[src/rtl/jtkicker_pkg.sv]
// Shared definitions for the Kicker SN76489 write-side bus responder.
// Holds the register address map and the handshake state encoding.
// Imported by the bus top and the register-file sub-module.
package jtkicker_pkg;

    // SN76489 register addresses as carried in a latch byte, bits [6:4]
    localparam logic [2:0] TONE0 = 3'd0;
    localparam logic [2:0] VOL0  = 3'd1;
    localparam logic [2:0] TONE1 = 3'd2;
    localparam logic [2:0] VOL1  = 3'd3;
    localparam logic [2:0] TONE2 = 3'd4;
    localparam logic [2:0] VOL2  = 3'd5;
    localparam logic [2:0] NOISE = 3'd6;
    localparam logic [2:0] VOL3  = 3'd7;

    // Write handshake states
    typedef enum logic [1:0] {
        ST_IDLE = 2'd0,
        ST_WAIT = 2'd1,
        ST_HOLD = 2'd2
    } ti_state_t;

    // Every odd address is an attenuation register
    function automatic logic is_vol(input logic [2:0] addr);
        return addr[0];
    endfunction

endpackage

[src/rtl/jtkicker_ti_bus_if.sv]
// CPU-to-PSG write bus plus the decoded register outputs.
// master: CPU side (drives clk_en, strobes, data; observes ready and registers).
// slave : PSG responder (drives ready and the register file outputs).
interface jtkicker_ti_bus_if;
    logic       clk_en;     // PSG clock enable, paces the write stall
    logic       ce_n;       // chip enable, active low
    logic       wr_n;       // write enable, active low
    logic [7:0] din;        // data byte from the CPU latch
    logic       ready;      // high = able to accept a write
    logic [9:0] tone0;
    logic [9:0] tone1;
    logic [9:0] tone2;
    logic [2:0] noise_ctl;  // {FB, NF1, NF0}
    logic [3:0] vol0;
    logic [3:0] vol1;
    logic [3:0] vol2;
    logic [3:0] vol3;       // noise channel attenuation
    logic       noise_rst;  // one-clk LFSR reload pulse

    modport master (
        output clk_en, ce_n, wr_n, din,
        input  ready, tone0, tone1, tone2, noise_ctl,
        input  vol0, vol1, vol2, vol3, noise_rst
    );

    modport slave (
        input  clk_en, ce_n, wr_n, din,
        output ready, tone0, tone1, tone2, noise_ctl,
        output vol0, vol1, vol2, vol3, noise_rst
    );
endinterface

[src/rtl/jtkicker_ti_regs.sv]
// SN76489 latch/data byte decoder and register file.
// Ports: clk, rst, i_apply (one-clk write strobe), i_byte (byte to decode);
//        o_tone0..2, o_noise_ctl, o_vol0..3, o_noise_rst (registered outputs).
module jtkicker_ti_regs
    import jtkicker_pkg::*;
#(
    parameter logic [3:0] VOL_RST = 4'hF
)(
    input  logic       clk,
    input  logic       rst,
    input  logic       i_apply,
    input  logic [7:0] i_byte,
    output logic [9:0] o_tone0,
    output logic [9:0] o_tone1,
    output logic [9:0] o_tone2,
    output logic [2:0] o_noise_ctl,
    output logic [3:0] o_vol0,
    output logic [3:0] o_vol1,
    output logic [3:0] o_vol2,
    output logic [3:0] o_vol3,
    output logic       o_noise_rst
);

    logic [2:0] r_addr;
    logic [9:0] r_tone0, r_tone1, r_tone2;
    logic [2:0] r_noise_ctl;
    logic [3:0] r_vol [0:3];
    logic       r_noise_rst;

    logic       w_latch;
    logic [2:0] w_addr;

    // A latch byte targets its own address immediately; a data byte reuses
    // whatever address the last latch byte left behind.
    assign w_latch = i_byte[7];
    assign w_addr  = w_latch ? i_byte[6:4] : r_addr;

    always_ff @(posedge clk) begin
        if (rst) begin
            r_addr      <= TONE0;
            r_tone0     <= '0;
            r_tone1     <= '0;
            r_tone2     <= '0;
            r_noise_ctl <= '0;
            r_noise_rst <= 1'b0;
            for (int i = 0; i < 4; i++) r_vol[i] <= VOL_RST;
        end else begin
            r_noise_rst <= 1'b0;
            if (i_apply) begin
                if (w_latch) r_addr <= i_byte[6:4];
                if (w_addr == NOISE) begin
                    r_noise_ctl <= i_byte[2:0];
                    r_noise_rst <= 1'b1;
                end else if (is_vol(w_addr)) begin
                    // addresses 1/3/5/7 map onto channels 0..3
                    r_vol[w_addr[2:1]] <= i_byte[3:0];
                end else if (w_latch) begin
                    case (w_addr)
                        TONE0:   r_tone0[3:0] <= i_byte[3:0];
                        TONE1:   r_tone1[3:0] <= i_byte[3:0];
                        default: r_tone2[3:0] <= i_byte[3:0];
                    endcase
                end else begin
                    case (w_addr)
                        TONE0:   r_tone0[9:4] <= i_byte[5:0];
                        TONE1:   r_tone1[9:4] <= i_byte[5:0];
                        default: r_tone2[9:4] <= i_byte[5:0];
                    endcase
                end
            end
        end
    end

    assign o_tone0     = r_tone0;
    assign o_tone1     = r_tone1;
    assign o_tone2     = r_tone2;
    assign o_noise_ctl = r_noise_ctl;
    assign o_vol0      = r_vol[0];
    assign o_vol1      = r_vol[1];
    assign o_vol2      = r_vol[2];
    assign o_vol3      = r_vol[3];
    assign o_noise_rst = r_noise_rst;

endmodule

[src/rtl/jtkicker_ti_bus.sv]
// Write-side bus responder for an SN76489-compatible PSG.
// Ports: clk, rst (sync, active high); bus (slave modport): strobes, din,
//        clk_en in; ready and the decoded register file out.
module jtkicker_ti_bus
    import jtkicker_pkg::*;
#(
    parameter int         WAIT_CYC = 32,
    parameter logic [3:0] VOL_RST  = 4'hF
)(
    input  logic             clk,
    input  logic             rst,
    jtkicker_ti_bus_if.slave bus
);

    localparam int CW = (WAIT_CYC > 1) ? $clog2(WAIT_CYC) : 1;
    localparam logic [CW-1:0] LAST = CW'(WAIT_CYC - 1);

    ti_state_t   r_state;
    logic [CW-1:0] r_count;
    logic [7:0]  r_byte;
    logic        r_ready;

    logic        w_strobe;
    logic        w_apply;

    assign w_strobe = ~bus.ce_n & ~bus.wr_n;
    // The register file updates on the same edge that ready rises.
    assign w_apply  = (r_state == ST_WAIT) && bus.clk_en && (r_count == LAST);

    always_ff @(posedge clk) begin
        if (rst) begin
            r_state <= ST_IDLE;
            r_count <= '0;
            r_byte  <= '0;
            r_ready <= 1'b1;
        end else begin
            case (r_state)
                ST_IDLE: begin
                    // A clk_en coinciding with the strobe is not counted.
                    if (w_strobe) begin
                        r_byte  <= bus.din;
                        r_ready <= 1'b0;
                        r_count <= '0;
                        r_state <= ST_WAIT;
                    end
                end
                ST_WAIT: begin
                    if (w_apply) begin
                        r_ready <= 1'b1;
                        r_state <= ST_HOLD;
                    end else if (bus.clk_en) begin
                        r_count <= r_count + 1'b1;
                    end
                end
                ST_HOLD: begin
                    // A strobe still held from the finished write must not re-trigger.
                    if (!w_strobe) r_state <= ST_IDLE;
                end
                default: r_state <= ST_IDLE;
            endcase
        end
    end

    assign bus.ready = r_ready;

    jtkicker_ti_regs #(.VOL_RST(VOL_RST)) u_regs (
        .clk         (clk),
        .rst         (rst),
        .i_apply     (w_apply),
        .i_byte      (r_byte),
        .o_tone0     (bus.tone0),
        .o_tone1     (bus.tone1),
        .o_tone2     (bus.tone2),
        .o_noise_ctl (bus.noise_ctl),
        .o_vol0      (bus.vol0),
        .o_vol1      (bus.vol1),
        .o_vol2      (bus.vol2),
        .o_vol3      (bus.vol3),
        .o_noise_rst (bus.noise_rst)
    );

endmodule

[src/flat_wrapper.sv]
// flat-port wrapper written by rule: the top's interface ports become plain ports
module jtkicker_ti_bus_flat import jtkicker_pkg::*;
#(
    parameter int         WAIT_CYC = 32,
    parameter logic [3:0] VOL_RST  = 4'hF
)
  (clk, rst, bus_clk_en, bus_ce_n, bus_wr_n, bus_din, bus_ready, bus_tone0, bus_tone1, bus_tone2, bus_noise_ctl, bus_vol0, bus_vol1, bus_vol2, bus_vol3, bus_noise_rst);
  jtkicker_ti_bus_if bus_i ();
  input  logic clk;
  input  logic rst;
  input wire logic [$bits(bus_i.clk_en)-1:0] bus_clk_en;
  input wire logic [$bits(bus_i.ce_n)-1:0] bus_ce_n;
  input wire logic [$bits(bus_i.wr_n)-1:0] bus_wr_n;
  input wire logic [$bits(bus_i.din)-1:0] bus_din;
  output wire logic [$bits(bus_i.ready)-1:0] bus_ready;
  output wire logic [$bits(bus_i.tone0)-1:0] bus_tone0;
  output wire logic [$bits(bus_i.tone1)-1:0] bus_tone1;
  output wire logic [$bits(bus_i.tone2)-1:0] bus_tone2;
  output wire logic [$bits(bus_i.noise_ctl)-1:0] bus_noise_ctl;
  output wire logic [$bits(bus_i.vol0)-1:0] bus_vol0;
  output wire logic [$bits(bus_i.vol1)-1:0] bus_vol1;
  output wire logic [$bits(bus_i.vol2)-1:0] bus_vol2;
  output wire logic [$bits(bus_i.vol3)-1:0] bus_vol3;
  output wire logic [$bits(bus_i.noise_rst)-1:0] bus_noise_rst;
  assign bus_i.clk_en = bus_clk_en;
  assign bus_i.ce_n = bus_ce_n;
  assign bus_i.wr_n = bus_wr_n;
  assign bus_i.din = bus_din;
  assign bus_ready = bus_i.ready;
  assign bus_tone0 = bus_i.tone0;
  assign bus_tone1 = bus_i.tone1;
  assign bus_tone2 = bus_i.tone2;
  assign bus_noise_ctl = bus_i.noise_ctl;
  assign bus_vol0 = bus_i.vol0;
  assign bus_vol1 = bus_i.vol1;
  assign bus_vol2 = bus_i.vol2;
  assign bus_vol3 = bus_i.vol3;
  assign bus_noise_rst = bus_i.noise_rst;
  jtkicker_ti_bus #(.WAIT_CYC(WAIT_CYC), .VOL_RST(VOL_RST)) u_core (.clk(clk), .rst(rst), .bus(bus_i));
endmodule
[config.mk]
export PLATFORM = sky130hd
export DESIGN_NAME = jtkicker_ti_bus_flat
export DESIGN_NICKNAME = d
export VERILOG_FILES = /design/src/rtl/jtkicker_pkg.sv /design/src/rtl/jtkicker_ti_bus_if.sv /design/src/rtl/jtkicker_ti_regs.sv /design/src/rtl/jtkicker_ti_bus.sv /design/src/flat_wrapper.sv
export SDC_FILE = /design/constraint.sdc
export NUM_CORES = 1
export LEC_CHECK = 0
export BUFFER_PORTS_ARGS = -buffer_cell sky130_fd_sc_hd__buf_2
export CAP_MARGIN = 20
export CORE_MARGIN = 2
export CORE_UTILIZATION = 32
export CTS_CLUSTER_SIZE = 14
export DETAILED_ROUTE_END_ITERATION = 10
export SLEW_MARGIN = 30
export SYNTH_ARGS = -nofsm -noshare
export SYNTH_HDL_FRONTEND = slang
export SYNTH_HIERARCHICAL = 1
export SYNTH_SLANG_ARGS = --single-unit
export TNS_END_PERCENT = 50
[constraint.sdc]
create_clock -name clk -period 3.5 [get_ports clk]
set_clock_uncertainty 0.2 [all_clocks]
set_input_delay 0.525 -clock clk [delete_from_list [all_inputs] [get_ports clk]]
set_output_delay 0.525 -clock clk [all_outputs]
set_load 0.005 [all_outputs]
==> impl_metrics.tcl <==
set metrics [dict create \
    status "completed" \
    antenna_found_initial 0 \
    cts.hold.buffers_added 0 \
    fin_util_pct 39.5 \
    rsz0062_at_grt "no" \
    final_cell_mix "63 x buf_2, 54 x nand2_1, 53 x dfxtp_1" \
    antenna_left 0 \
    gp_congestion 0.768 \
    yosys_warnings 6 \
    power.density_nw_per_um2 443 \
    syn_avg_cell_area_um2 10.3 \
    rows 34 \
    drive_gt1_share_pct 26.6 \
    period_share_pct 78.5 \
    clock_sinks 69 \
    seq_area_frac_synth_pct 53.8 \
    grt_pass1_wl_um 10300 \
    hp-class "in -> reg" \
    slew_headroom_pct 52.6 \
    fp.dieH_um 98.6 \
    die-width_um 98.6 \
    end_kind "register" \
    cts_max_level 3 \
    cp_cell_sequence "ha_1, and3_1, ha_1, and4b_1, buf_4, inv_1, nor4_4, a21o_1" \
    avgViaCountPerCell 4.81 \
    place_inst 438 \
    hold_end "u_core/r_byte[0]$_SDFFE_PP0P_" \
    grt_overflow 0 \
    hold_depth 3 \
    diodes 0 \
    port_buffers 63 \
    grt_max_degree 29 \
    fin_setup_tns_ns 0 \
    path_buf_inv 2 \
    cpLargestDelayFamily "simple AND/OR/NAND/NOR gates" \
    cts.path.max_buffers 2 \
    crit_path_max_fanout 14 \
    cpMaxStageDelayCell "nor4_4" \
    die-area_um2 9730 \
    cp-start-kind "register" \
    cts.clk_slew.worst_paths_ns 0.07 \
    synthCells 277 \
    fmax_mhz 364 \
    synth_seq_cells 69 \
    first_pass_iters 4 \
    crit_required_ns 3.34 \
    wl_per_cell_um 13.7 \
    clk_latency_ns 0.34 \
    ioPinCount 64 \
    drv_slew 0 \
    start_util_pct 32.9 \
    synth_edf_count 16 \
    cts_resized 0 \
    arrival_ns 2.59 \
    clockRootBuffer "clkbuf_8" \
    yosysTopAreaCellShare_pct 37.0 \
    vias 2185 \
    period_needed_ns 2.75 \
    drt-initial-drc-count 151 \
    remaining_drc_errors 0 \
    hold_viol_final 0 \
    worst_slack_ns 0.753 \
    fillers 872 \
    post_cts_buffers 0 \
    async_reset_ff_share_pct 0 \
    synth_cell_types 48 \
    cts_tree "built" \
    final_cells 454 \
    syn_to_final_growth_pct 20.0 \
    regToRegEndpoint "u_core/u_regs/r_vol[1][2]$_SDFFCE_PN1P_" \
    yosys.area.top_type "dfxtp_1" \
    synthFlopType "dfxtp_1" \
    track_usage_pct 13.2 \
    synthTopCellsByArea "dfxtp_1 37%, edfxtp_1 17%, mux2i_1 9.1%" \
    r2r_start "u_core/r_count[0]$_SDFFE_PP0P_" \
    syn-cell-area_um2 2870 \
    final_common_cell "buf_2" \
    slowest_delay_ns 0.53 \
    r2r_setup_slack_ns 0.75 \
    grt_pass1_vias 2107 \
    core_um2 8720 \
    crit_top_cell "ha_1" \
    leakagePower_nw 1.44 \
    finalSetupViolCount 0 \
    nets 356 \
    critPathKind "reg -> reg" \
    hold_start "bus_din[0]" \
    cts_buffers 9 \
    worst_pin_slew_ns 0.710 \
    vdd_drop_max_mv 0.207 \
    routed_wl_um 6200 \
    dp_hpwl_um 4330 \
    reg2reg_depth 8 \
    syn_nets 292 \
    drv_cap 0 \
    dpl_worst_slack_ns 0.785 \
]
[per-layer routing]
layer	wire [um]	global-route usage, %
met5	0	0
met4	85	5.37
met3	378	4.18
met2	2680	19.3
met1	3060	18.3
[final cells by class]
type | count | area (um^2) | share of cell area, %
Clock buffer | 11 | 131 | 3.82
Clock inverter | 5 | 51.3 | 1.49
Inverter | 3 | 11.3 | 0.327
Multi-Input combinational cell | 190 | 1220 | 35.4
Sequential cell | 69 | 1540 | 44.8
Tap cell | 108 | 135 | 3.93
Timing Repair Buffer | 68 | 353 | 10.3
[synth_stat cells, drive strengths merged, types with 3 or more instances]
master / count
a21oi: 25
or3: 5
o21ai: 8
nand3: 14
nand3b: 8
o211ai: 3
nand2b: 8
clkbuf: 7
inv: 3
nand2: 54
dfxtp: 53
buf: 8
mux2i: 27
edfxtp: 16
nor2: 5
[kinds of logic (layout without fill, tap and decap cells)]
family	after synthesis	after routing	synth area share [%]
flip-flops	69	69	53.8
AND/OR/NAND/NOR	114	114	21.9
AO/OA/AOI/OAI	45	45	9.08
buffers and inverters	18	87	3.75
multiplexers	29	29	10.7
adder cells (fa/ha/maj)	2	2	0.873
[power by group]
part / switching [W] / total, W / internal, W / leakage, nW
clock: 0.000284 / 0.000608 / 0.000325 / 0.0907
sequential: 0.0000173 / 0.000846 / 0.000829 / 0.589
combinational: 0.0000401 / 0.0000681 / 0.0000280 / 0.761
total: 0.000341 / 0.00152 / 0.00118 / 1.44
[per-stage QoR]
step	power, W	cell area [um^2]	hold WS, ns
6_report	0.00152	3440	0.230
5_1_grt	0.00158	3440	0.222
4_1_cts	0.00154	3440	0.215
3_5_place_dp	0.000933	3260	0.246
3_3_place_gp	0.000932	3260	0.246
2_1_floorplan	0.000904	2870	0.243
[flip-flops by register name (all words and copies together) (netlist names)]
name	count
u_core/u_regs/r_addr	3
u_core/u_regs/o_noise_ctl	3
u_core/u_regs/o_noise_rst	1
u_core/u_regs/o_tone2	10
u_core/u_regs/o_tone1	10
u_core/r_count	5
u_core/r_byte	8
u_core/u_regs/r_vol	16
u_core/u_regs/o_tone0	10
u_core/bus.ready	1
u_core/r_state	2
[how the worst max path moves through the flow]
stage / from / endpoint / cells after the start
after global placement: u_core/r_count[0]$_SDFFE_PP0P_ / u_core/u_regs/r_vol[0][2]$_SDFFCE_PN1P_ / 8
after CTS: u_core/r_count[0]$_SDFFE_PP0P_ / u_core/u_regs/r_vol[1][2]$_SDFFCE_PN1P_ / 8
after floorplan: u_core/r_count[0]$_SDFFE_PP0P_ / u_core/u_regs/r_vol[0][0]$_SDFFCE_PN1P_ / 8
final: u_core/r_count[0]$_SDFFE_PP0P_ / u_core/u_regs/r_vol[1][2]$_SDFFCE_PN1P_ / 8
after global routing: u_core/r_count[0]$_SDFFE_PP0P_ / u_core/u_regs/r_vol[1][2]$_SDFFCE_PN1P_ / 8
after detailed placement: u_core/r_count[0]$_SDFFE_PP0P_ / u_core/u_regs/r_vol[1][1]$_SDFFCE_PN1P_ / 8
[tightest hold or removal path: cells and delay by family]
family,cells,cell delay [ns]
AND/OR/NAND/NOR,1,0.05
buffers and inverters,1,0.10
AO/OA/AOI/OAI,1,0.05
Power figures use the tool's default switching activity.
